File: config.mk
export PLATFORM = sky130hd
export DESIGN_NAME = uop_sequencer
export DESIGN_NICKNAME = d
export VERILOG_FILES = /design/src/rtl/uop_sequencer.sv
export SDC_FILE = /design/constraint.sdc
export NUM_CORES = 1
export LEC_CHECK = 0
export BUFFER_PORTS_ARGS = -buffer_cell sky130_fd_sc_hd__buf_2
export CAP_MARGIN = 20
export CORE_MARGIN = 1
export CORE_UTILIZATION = 55
export CTS_CLUSTER_DIAMETER = 80
export DETAILED_ROUTE_END_ITERATION = 10
export PLACE_DENSITY_LB_ADDON = 0.12
export RECOVER_POWER = 50
export SYNTH_ARGS = -nofsm -noshare
export SYNTH_HDL_FRONTEND = slang
export SYNTH_SLANG_ARGS = --single-unit
File: constraint.sdc
create_clock -name clk -period 4.5 [get_ports clk]
set_input_delay 0.45 -clock clk [delete_from_list [all_inputs] [get_ports clk]]
set_output_delay 0.45 -clock clk [all_outputs]
set_load 0.02 [all_outputs]
File: src/rtl/uop_sequencer.sv
// uop_sequencer: expands one 16-bit instruction into a sequence of micro-ops.
//   CALL  -> PUSH_PC, JUMP
//   PUSHM -> PUSH per set mask bit, highest pair first (pre-decrement)
//   POPM  -> POP per set mask bit, lowest pair first (post-increment)
//   other -> single PASS
// Ports:
//   clk, reset                      clock, synchronous active-high reset
//   inst_valid, inst, inst_done     instruction intake handshake
//   flush                           abort current sequence
//   uop_valid, uop_done             micro-op issue handshake
//   uop_kind/reg/predec/src_pc/last/index/inst   presented micro-op fields
module uop_sequencer #(
  parameter int unsigned LOG2_NR  = 3,
  parameter int unsigned CNT_BITS = $clog2((1 << (LOG2_NR - 1)) + 1)
) (
  input  logic                clk,
  input  logic                reset,
  input  logic                inst_valid,
  input  logic [15:0]         inst,
  output logic                inst_done,
  input  logic                flush,
  output logic                uop_valid,
  input  logic                uop_done,
  output logic [2:0]          uop_kind,
  output logic [LOG2_NR-1:0]  uop_reg,
  output logic                uop_predec,
  output logic                uop_src_pc,
  output logic                uop_last,
  output logic [CNT_BITS-1:0] uop_index,
  output logic [15:0]         uop_inst
);

  localparam int unsigned NPAIRS = 1 << (LOG2_NR - 1);
  localparam int unsigned SEL_W  = LOG2_NR - 1;

  localparam logic [2:0] K_PASS    = 3'd0;
  localparam logic [2:0] K_PUSH_PC = 3'd1;
  localparam logic [2:0] K_JUMP    = 3'd2;
  localparam logic [2:0] K_PUSH    = 3'd3;
  localparam logic [2:0] K_POP     = 3'd4;

  typedef enum logic [1:0] {S_IDLE, S_ISSUE, S_EMPTY} state_e;
  typedef enum logic [1:0] {CLS_PASS, CLS_CALL, CLS_PUSHM, CLS_POPM} cls_e;

  state_e              state, state_nxt;
  cls_e                cls, in_cls;
  logic [NPAIRS-1:0]   rem;
  logic [NPAIRS-1:0]   in_mask;
  logic [CNT_BITS-1:0] idx;
  logic [SEL_W-1:0]    sel_hi, sel_lo, sel;
  logic                rem_one;
  logic                last_c;
  logic                accept;
  logic                advance;

  // Classify the incoming instruction word
  always_comb begin
    in_cls  = CLS_PASS;
    in_mask = inst[NPAIRS-1:0];
    if (inst[15:6] == 10'b0010000001) begin
      in_cls = CLS_CALL;
    end else if (inst[15:8] == 8'b00001111) begin
      in_cls = inst[7] ? CLS_POPM : CLS_PUSHM;
    end
  end

  // Priority encoders over the remaining mask; rem_one = exactly one bit left
  always_comb begin
    sel_hi = '0;
    sel_lo = '0;
    for (int i = 0; i < NPAIRS; i++) begin
      if (rem[i]) sel_hi = SEL_W'(i);
    end
    for (int i = NPAIRS - 1; i >= 0; i--) begin
      if (rem[i]) sel_lo = SEL_W'(i);
    end
    sel     = (cls == CLS_PUSHM) ? sel_hi : sel_lo;
    rem_one = (rem != '0) && ((rem & (rem - NPAIRS'(1))) == '0);
    case (cls)
      CLS_CALL:  last_c = (idx == CNT_BITS'(1));
      CLS_PUSHM,
      CLS_POPM:  last_c = rem_one;
      default:   last_c = 1'b1;
    endcase
  end

  assign accept  = (state == S_IDLE) && inst_valid && !flush;
  assign advance = (state == S_ISSUE) && uop_done && !flush && !last_c;

  // State register
  always_ff @(posedge clk) begin
    if (reset) state <= S_IDLE;
    else       state <= state_nxt;
  end

  // Next-state logic; flush wins over everything
  always_comb begin
    state_nxt = state;
    case (state)
      S_IDLE: begin
        if (inst_valid) begin
          state_nxt = ((in_cls == CLS_PUSHM || in_cls == CLS_POPM) && in_mask == '0)
                      ? S_EMPTY : S_ISSUE;
        end
      end
      S_ISSUE: if (uop_done && last_c) state_nxt = S_IDLE;
      S_EMPTY: state_nxt = S_IDLE;
      default: state_nxt = S_IDLE;
    endcase
    if (flush) state_nxt = S_IDLE;
  end

  // Latched instruction, class, remaining mask and micro-op index
  always_ff @(posedge clk) begin
    if (reset) begin
      uop_inst <= '0;
      cls      <= CLS_PASS;
      rem      <= '0;
      idx      <= '0;
    end else if (accept) begin
      uop_inst <= inst;
      cls      <= in_cls;
      rem      <= (in_cls == CLS_PUSHM || in_cls == CLS_POPM) ? in_mask : '0;
      idx      <= '0;
    end else if (advance) begin
      idx <= idx + CNT_BITS'(1);
      if (cls == CLS_PUSHM || cls == CLS_POPM) begin
        rem <= rem & ~(NPAIRS'(1) << sel);
      end
    end
  end

  // Output decode from registered state
  always_comb begin
    uop_valid  = 1'b0;
    inst_done  = 1'b0;
    uop_kind   = K_PASS;
    uop_reg    = '0;
    uop_predec = 1'b0;
    uop_src_pc = 1'b0;
    uop_last   = 1'b0;
    uop_index  = '0;
    case (state)
      S_ISSUE: begin
        uop_valid = 1'b1;
        uop_last  = last_c;
        uop_index = idx;
        inst_done = uop_done && last_c && !flush;
        case (cls)
          CLS_CALL: begin
            if (idx == '0) begin
              uop_kind   = K_PUSH_PC;
              uop_predec = 1'b1;
              uop_src_pc = 1'b1;
            end else begin
              uop_kind = K_JUMP;
            end
          end
          CLS_PUSHM: begin
            uop_kind   = K_PUSH;
            uop_reg    = {sel, 1'b0};
            uop_predec = 1'b1;
          end
          CLS_POPM: begin
            uop_kind = K_POP;
            uop_reg  = {sel, 1'b0};
          end
          default: uop_kind = K_PASS;
        endcase
      end
      S_EMPTY: inst_done = !flush;
      default: ;
    endcase
  end

endmodule

==> flow_summary.yaml, run 1 <==
yosys:
  yosys-top-cells-area: "dfxtp_1, nand2_1, ha_1"
  yosys_warnings: 0
  synth_top_family_by_area: "simple AND/OR/NAND/NOR gates"
  synth-compound-area-share: 0.217
  synthSimpleGateAreaFrac: 0.280
  ys_seq_area_frac: 0.327
  synth_ff_type: "dfxtp_1"
  synth_xor_area_frac: 0.0159
  syn-cell-area_um2: 1650
  synth.avg_cell_area_um2: 8.22
  synthMuxAreaShare: 0.00606
  synth_top_area_frac: 0.327
  async_flop_share: 0
  synth_most_common_cell: "nand2_1"
  synth-seq-cells: 27
  synth_edf_count: 0
  ys_types: 50
  synth_common_cells: "nand2_1, dfxtp_1, a21oi_1"
  syn_inst: 201
  yosys.area.top_type: "dfxtp_1"
  synth_fa_ha_area_frac: 0.0833
  synth_nets: 233
run_status:
  violations: "design-rule violations"
  status: "complete, but fails checks"
finish:
  fin_area_um2: 1880
  fin_nets: 274
  syn2layout_area_growth_pct: 13.6
  nFillCells: 253
  n_antenna_cell: 0
  drive_gt1_frac: 0.216
clock_network:
  cts_tree: "done"
  post_cts.repair.setup_buffers: 0
  holdBufCountCts: 0
  cts-root-buf: "clkbuf_4"
  cts_buffers: 3
  ctsResizeCount: 0
  htree_num_levels: 1
  clk_latency_ps: 330
  clockBufferDepth: 2
  clock_sinks: 27
  clk_pin_slew_worst_paths_ps: 140
hold_path:
  holdPathEnd: "uop_inst[4]$_SDFFE_PP0P_"
  holdCritStartpoint: "inst[4]"
  hold_path_class: "in2reg"
  hold_depth: 3
routing:
  via_per_inst: 5.80
  drt_iter0_markers: 90
  wl_per_cell_um: 13.4
  drtAntennaViolNets: 0
  vias: 1578
  wl_um: 3650
  drt_pass1_iterations: 8
  drc: 4
critical_path:
  ff2ff_setup_slack_ps: 2150
  reg2reg_to: "rem[0]$_SDFFE_PP0P_"
  r2r-start: "state[0]$_SDFFE_PP0P_"
  critPathMaxFanout: 12
  critPathKind: "reg2out"
  cp-end-kind: "output port"
  rr_worst_depth: 7
  crit_path_start_kind: "register"
  arrival_ps: 2120
  cp.required_ps: 4050
pwr:
  p_int_mw: 0.308
  pwr-share-clk: 0.246
  power.switching_mw: 0.131
  pwr-share-seq: 0.582
  leakage_nw: 0.770
  finalPower_mw: 0.439
  swShare: 0.298
  peakVddDrop_uv: 269
  power_frac_comb: 0.172
  pwr_density_cell_nw_per_um2: 234
timing:
  fin_crit_ps: 2570
  worstMarginPinSlew_ps: 924
  post-route-period-util: 0.570
  setup_viol: 0
  rsz0062_at_grt: "no"
  hold_violations: 0
  maxSlewHeadroom: 0.382
  fin_tns_setup_ps: 0
  whs_ps: 339
  fin_skew_ps: 4.43
  fmax_mhz: 390
  slew_viol_final: 0
global_route:
  grt_pass1_wl_um: 6020
  grt_overflow: 0
  grt_max_degree: 30
  antenna_found_initial: 0
  grt_usage: 0.234
  grt_pass1_vias: 1381
floorplanning:
  core-area_um2: 2810
  initial_core_util: 0.589
  die_h_um: 56.8
  die-width_um: 56.8
  io_pins: 51
  rows: 19
  die_area_um2: 3230
placement:
  placed_cell_area_um2: 1870
  port_buffers: 49
  hpwl_um: 2760
  finalWeightedCongestion: 0.802
run:
  maxCapViolCount: 0
cells by family after synthesis:
family | Yosys count
compound gates | 47
xor+xnor | 3
fa+ha+maj | 11
buf+inv | 24
flops | 27
mux | 1
other cells | 1
simple gates | 87
registers in the layout (all words and copies together) (netlist names):
signal,count
uop_inst,16
rem,4
idx,3
cls,2
state,2
area by class of cell:
cell class,count,area (um^2),share of cell area
repair buffers,49,225,0.120
multi-input cells,150,1000,0.533
flip-flops and latches,27,541,0.288
clock buffers,3,22.5,0.0120
inverters,11,41.3,0.0220
clock inverters,1,7.51,0.00400
well taps,31,38.8,0.0207
per-layer routing:
layer / GRT usage / vias up / wire, um
li1: - / 776 / -
met1: 0.306 / 738 / 1630
met2: 0.384 / 58 / 1750
met3: 0.0553 / 6 / 209
met4: 0.0627 / 0 / 61
met5: 0 / - / 0
power by group through the flow:
stage	registers (mW)	logic [mW]	clock network (mW)
2_1_floorplan	0.266	0.0472	0
3_3_place_gp	0.260	0.0754	0
5_1_grt	0.257	0.0830	0.119
4_1_cts	0.255	0.0773	0.110
3_5_place_dp	0.260	0.0769	0
6_report	0.255	0.0754	0.108
worst max-delay path, cell delays in order (launching register included):
cell     delay [ps]
dfxtp_1         410
inv_1           130
ha_1            400
nor2_1          170
o21ai_2         210
a31oi_1         100
nor3b_1         180
buf_2           190
layout by cell type, fill, tap and decap left out, drive strengths merged, types with 3 or more instances in the layout:
cell,n
nand2,42
buf,33
dfxtp,27
a21oi,20
clkbuf,19
inv,11
ha,11
nor3,10
nor2,7
and2,6
o21ai,5
a211oi,4
nand3,3
a21boi,3
a31oi,3
metrics by stage:
stage | utilization | setup slack [ps] | cells
floorplan | - | 2350 | 201
global placement | 0.665 | 2250 | 268
detailed placement | 0.665 | 2170 | 268
CTS | 0.676 | 1930 | 272
global route | 0.669 | 1760 | 272
finish | 0.669 | 1930 | 272
how the worst max path moves through the flow:
| stage | slack (ps) | from | end | cells after the start |
|---|---|---|---|---|
| 2_1_floorplan | 2350 | rem[2]$_SDFFE_PP0P_ | inst_done | 6 |
| 3_3_place_gp | 2250 | flush | rem[0]$_SDFFE_PP0P_ | 6 |
| 3_5_place_dp | 2170 | flush | rem[0]$_SDFFE_PP0P_ | 6 |
| 4_1_cts | 1930 | cls[0]$_SDFFE_PP0P_ | inst_done | 7 |
| 5_1_grt | 1760 | cls[0]$_SDFFE_PP0P_ | inst_done | 7 |
| 6_report | 1930 | cls[0]$_SDFFE_PP0P_ | inst_done | 7 |
Power figures use the tool's default switching activity.
==> run 2: changes to the inputs <==
--- a/config.mk
+++ b/config.mk
@@ -8,7 +8,7 @@
 export BUFFER_PORTS_ARGS = -buffer_cell sky130_fd_sc_hd__buf_2
 export CAP_MARGIN = 20
 export CORE_MARGIN = 1
-export CORE_UTILIZATION = 55
+export CORE_UTILIZATION = 51
 export CTS_CLUSTER_DIAMETER = 80
 export DETAILED_ROUTE_END_ITERATION = 10
 export PLACE_DENSITY_LB_ADDON = 0.12
==> constraint.sdc (replaced) <==
create_clock -name clk -period 2.6 [get_ports clk]
set_input_delay 0.26 -clock clk [delete_from_list [all_inputs] [get_ports clk]]
set_output_delay 0.26 -clock clk [all_outputs]
set_load 0.02 [all_outputs]
==> run 2 against run 1 <==
Effect of this change:
- the run now ends clean
- global-route usage decreased by 2.1 points
- die area increased by 7.5%
- cell count increased by 5.9%
- sequential power increased by 73%
- critical endpoint unchanged
- setup slack got worse by 1700 ps
==> flow_summary.yaml, run 2 (synthesized netlist as in run 1, its figures left out) <==
timing:
  fmax_mhz: 419
  maxSlewHeadroom: 0.555
  post-route-period-util: 0.918
  fin_tns_setup_ps: 0
  slew_viol_final: 0
  fin_skew_ps: 6.54
  fin_crit_ps: 2390
  hold_violations: 0
  setup_viol: 0
  worstMarginPinSlew_ps: 666
  rsz0062_at_grt: "no"
  whs_ps: 145
critical_path:
  critPathMaxFanout: 12
  cp.required_ps: 2340
  ff2ff_setup_slack_ps: 510
  setup.worst_path.start: "cls[0]$_SDFFE_PP0P_"
  critPathKind: "reg2out"
  crit_path_start_kind: "register"
  arrival_ps: 2130
  r2r-start: "state[0]$_SDFFE_PP0P_"
  cp-end-kind: "output port"
finish:
  drive_gt1_frac: 0.213
  largestRegisters: "uop_inst: 16 flops, rem: 4 flops, idx: 3 flops"
  fin_area_um2: 1900
  syn2layout_area_growth_pct: 15.3
  final_common_cell: "nand2_1"
  final_cell_mix: "nand2_1, buf_2, dfxtp_1"
  largest_register_ffs: 16
  fin_nets: 277
  n_antenna_cell: 0
  layout.cells.non_filler: 288
  nFillCells: 305
  top_register: "uop_inst"
clock_network:
  clk_latency_ps: 320
  cts-root-buf: "clkbuf_4"
  cts_buffers: 3
  htree_num_levels: 1
  post_cts.repair.setup_buffers: 0
  ctsResizeCount: 0
  holdBufCountCts: 0
  cts_tree: "done"
  clk_pin_slew_worst_paths_ps: 150
  clockBufferDepth: 2
  clock_sinks: 27
run:
  maxCapViolCount: 0
global_route:
  grt_usage: 0.213
  grt_pass1_wl_um: 5720
  grt_max_degree: 30
  grt_pass1_vias: 1268
  antenna_found_initial: 0
  grt_overflow: 0
placement:
  hpwl_um: 2720
  port_buffers: 49
  place_inst: 284
  placed_cell_area_um2: 1900
  finalWeightedCongestion: 0.848
pwr:
  pwr_density_cell_nw_per_um2: 400
  leakage_nw: 0.778
  peakVddDrop_uv: 288
floorplanning:
  rows: 20
  initial_core_util: 0.541
  die-width_um: 58.9
  io_pins: 51
  die_area_um2: 3470
  die_h_um: 58.9
  core-area_um2: 3050
routing:
  drt_pass1_iterations: 4
  vias: 1524
  drc: 0
  drt_iter0_markers: 71
  wl_per_cell_um: 12.3
  drtAntennaViolNets: 0
  wl_um: 3550
  via_per_inst: 5.29
run_status:
  status: "finished, final reports clean"
hold_path:
  hold_path_class: "in2reg"
  holdCritStartpoint: "inst[4]"
==> run 2: cell types whose count changed in the layout (fill, tap and decap cells not counted) <==
cell / change
nor3_2: -1
clkbuf_1: +2
nor3_1: +1
buf_4: +2
buf_2: -1
==> run 2: through the flow <==
stage	setup WS (ps)	power [mW]	util
finish	212	0.761	0.624
CTS	219	0.773	0.634
global route	57.5	0.803	0.624
global placement	609	0.587	0.624
floorplan	641	0.542	-
detailed placement	613	0.588	0.624
==> run 2: worst max-delay path, stage by stage, from the launching register on <==
cell and delay, ps:
dfxtp_1 500, inv_1 130, ha_1 340, nor2_1 300, o21ai_2 120, a31oi_1 190
nor3b_1 60, buf_2 150
==> run 2: where the power goes <==
group	switching [mW]	internal [mW]
Sequential	0.0132	0.429
Clock	0.127	0.0588
Combinational	0.0853	0.0471
==> run 2: final timing paths <==
path,endpoint,depth (start not counted)
min,uop_inst[4]$_SDFFE_PP0P_,3
max,inst_done,7
max reg2reg,rem[0]$_SDFFE_PP0P_,8
min reg2reg,uop_inst[15]$_SDFFE_PP0P_,2
==> run 2: cell type report <==
class,instances,area [um^2],area share
timing repair buffer,52,243,0.127
clock inverter,1,7.51,0.00394
inverter,11,41.3,0.0217
sequential,27,541,0.284
multi-input combinational,150,995,0.522
tap,44,55.1,0.0289
clock buffer,3,22.5,0.0118
==> run 2: metal layers <==
metal,global-route usage,up-vias,wire length (um)
met5,0,-,0
met4,0.0578,0,27
met3,0.0352,4,119
met2,0.336,27,1630
met1,0.299,708,1770
li1,-,785,-
==> run 3: changes to the inputs <==
--- a/config.mk
+++ b/config.mk
@@ -5,6 +5,7 @@
 export SDC_FILE = /design/constraint.sdc
 export NUM_CORES = 1
 export LEC_CHECK = 0
+export ABC_AREA = 1
 export BUFFER_PORTS_ARGS = -buffer_cell sky130_fd_sc_hd__buf_2
 export CAP_MARGIN = 20
 export CORE_MARGIN = 1
==> run 3 against run 2 <==
Effect of this change:
- power grew 1.3%
- wire length shrank 4.5%
- cell area is essentially flat
- clock-buffer cell count is the same
- synthesized cell count grew 18%
- hold slack lost 60 ps
- die area shrank 1.0%
- cell count grew 15%
- critical path depth grew 2
- global-route usage grew 0.90 points
- largest cell class unchanged
- largest power group unchanged
- highest routed layer unchanged
==> flow_summary.yaml, run 3 <==
finish:
  nFillCells: 337
  drive_gt1_frac: 0.192
  fin_area_um2: 1910
  n_antenna_cell: 0
  fin_nets: 319
  largestRegisters: "uop_inst: 16 flops, rem: 4 flops, idx: 3 flops"
  multiInputGateArea_um2: 888
  final_cell_mix: "nand2_1, inv_1, nand3_1"
  syn2layout_area_growth_pct: 16.6
  final_common_cell: "nand2_1"
  seq_area_um2: 541
  top_register: "uop_inst"
  largest_register_ffs: 16
run_status:
  status: "finished, final reports clean"
floorplanning:
  die_area_um2: 3430
  die_h_um: 58.6
  rows: 20
  initial_core_util: 0.535
  io_pins: 51
  die-width_um: 58.6
  core-area_um2: 3050
global_route:
  antenna_found_initial: 0
  grt_usage: 0.222
  grt_overflow: 0
  grt_pass1_wl_um: 5800
  grt_max_degree: 29
  grt_pass1_vias: 1400
timing:
  fmax_mhz: 466
  worstMarginPinSlew_ps: 509
  whs_ps: 85.5
  fin_crit_ps: 2150
  rsz0062_at_grt: "no"
  hold_violations: 0
  setup_slack_ps: 453
  setup_viol: 0
  fin_skew_ps: 3.20
  maxSlewHeadroom: 0.659
  post-route-period-util: 0.826
  slew_viol_final: 0
  fin_tns_setup_ps: 0
yosys:
  async_flop_share: 0
  ys_types: 30
  syn_inst: 238
  yosys.area.top_type: "dfxtp_1"
  synth_edf_count: 0
  ys_seq_area_frac: 0.331
  synth_most_common_cell: "nand2_1"
  synth_top_area_frac: 0.331
  yosys-top-cells-area: "dfxtp_1, nand2_1, nand3_1"
  synth.avg_cell_area_um2: 6.87
  synth_ff_type: "dfxtp_1"
  syn-cell-area_um2: 1630
  synth_nets: 270
  yosys_warnings: 0
  synth_common_cells: "nand2_1, inv_1, nand3_1"
  synth-seq-cells: 27
critical_path:
  critPathMaxFanout: 7
  max_stage_delay_ps: 460
  ff2ff_setup_slack_ps: 640
  crit_path_start_kind: "register"
  critPathTopFamily: "flip-flops"
  reg2reg_to: "rem[3]$_SDFFE_PP0P_"
  cp_slowest_cell: "dfxtp_1"
  r2r-start: "state[0]$_SDFFE_PP0P_"
  cp-end-kind: "output port"
  path_cells: "inv_1 > ha_1 > o21ai_1 > nor2_1 > nand2_1 > nand2_2 > a31oi_1 > nor3_1 > buf_2"
  arrival_ps: 1890
  critPathKind: "reg2out"
  cp.required_ps: 2340
  cp_num_buf_inv: 2
  rr_worst_depth: 9
placement:
  hpwl_um: 2630
  pre_cts_ws_ps: 832
  finalWeightedCongestion: 0.810
  placed_cell_area_um2: 1910
  port_buffers: 49
run:
  maxCapViolCount: 0
hold_path:
  hold_path_class: "in2reg"
  holdCritStartpoint: "reset"
  holdPathEnd: "uop_inst[3]$_SDFFE_PP0P_"
  hold_depth: 2
pwr:
  pwr_density_cell_nw_per_um2: 405
  finalPower_mw: 0.771
  leakage_nw: 0.986
  peakVddDrop_uv: 295
clock_network:
  cts_buffers: 3
  ctsResizeCount: 0
  clk_pin_slew_worst_paths_ps: 150
  cts-root-buf: "clkbuf_4"
  clock_sinks: 27
  post_cts.repair.setup_buffers: 0
  htree_num_levels: 1
  cts_tree: "done"
  clockBufferDepth: 2
  clk_latency_ps: 330
  holdBufCountCts: 0
routing:
  wl_per_cell_um: 10.3
  drt_pass1_iterations: 4
  drc: 0
  wl_um: 3390
  via_per_inst: 4.83
  vias: 1595
  drtAntennaViolNets: 0
  drt_iter0_markers: 56
-- run 3: cell count changes after synthesis, sizes merged, moves of 3 or more --
cell	previous run	this run
a21boi	3	0
and2	6	0
clkbuf	8	1
nand2	42	57
a211oi	4	0
a21oi	20	13
nor3	10	3
nand3	3	35
inv	11	40
nor2	7	20
o21ai	5	15
-- run 3: cells by family (layout without fill, tap and decap cells) --
group           Yosys count  in the layout  synth area share
fa+ha+maj                11             11            0.0842
compound gates           33             33             0.109
xor+xnor                  1              1           0.00536
other cells               1              1           0.00229
flops                    27             27             0.331
buf+inv                  47             95             0.121
simple gates            118            118             0.347
-- run 3: worst max-delay path by stage --
stage	from	end	slack (ps)	depth (start not counted)
2_1_floorplan	cls[0]$_SDFFE_PP0P_	inst_done	810	8
3_3_place_gp	cls[0]$_SDFFE_PP0P_	inst_done	860	9
3_5_place_dp	cls[0]$_SDFFE_PP0P_	inst_done	830	9
4_1_cts	cls[0]$_SDFFE_PP0P_	inst_done	420	9
5_1_grt	cls[0]$_SDFFE_PP0P_	inst_done	240	9
6_report	cls[0]$_SDFFE_PP0P_	inst_done	450	9
-- run 3: final cells by class --
| cell class | instances | area share |
|---|---|---|
| Clock inverter | 1 | 0.00263 |
| Multi-Input combinational cell | 164 | 0.466 |
| Sequential cell | 27 | 0.284 |
| Inverter | 41 | 0.0847 |
| Clock buffer | 3 | 0.0118 |
| Timing Repair Buffer | 50 | 0.122 |
| Tap cell | 44 | 0.0289 |
-- run 3: power breakdown --
part,switching (mW),internal (mW)
Combinational,0.0946,0.0458
Clock,0.131,0.0580
Sequential,0.0111,0.431
-- run 3: worst reg2reg max path: stages, from the launching register on --
cell and delay (ps):
dfxtp_1 350, inv_1 80, ha_1 170, nand2_1 120
nor2_1 420, clkinv_4 310, nand3_1 160, o21ai_0 80
a21oi_1 120, nor2_1 60
-- run 3: per-layer routing --
layer | share of wire | vias up | GRT usage
met5 | 0 | - | 0
met4 | 0.015 | 0 | 0.0884
met3 | 0.063 | 5 | 0.0484
met2 | 0.45 | 51 | 0.376
met1 | 0.47 | 688 | 0.274
li1 | - | 851 | -
-- run 3: per-stage QoR --
step	instances	util
2_1_floorplan	238	-
3_3_place_gp	326	0.624
3_5_place_dp	326	0.624
4_1_cts	330	0.633
5_1_grt	330	0.624
6_report	330	0.624
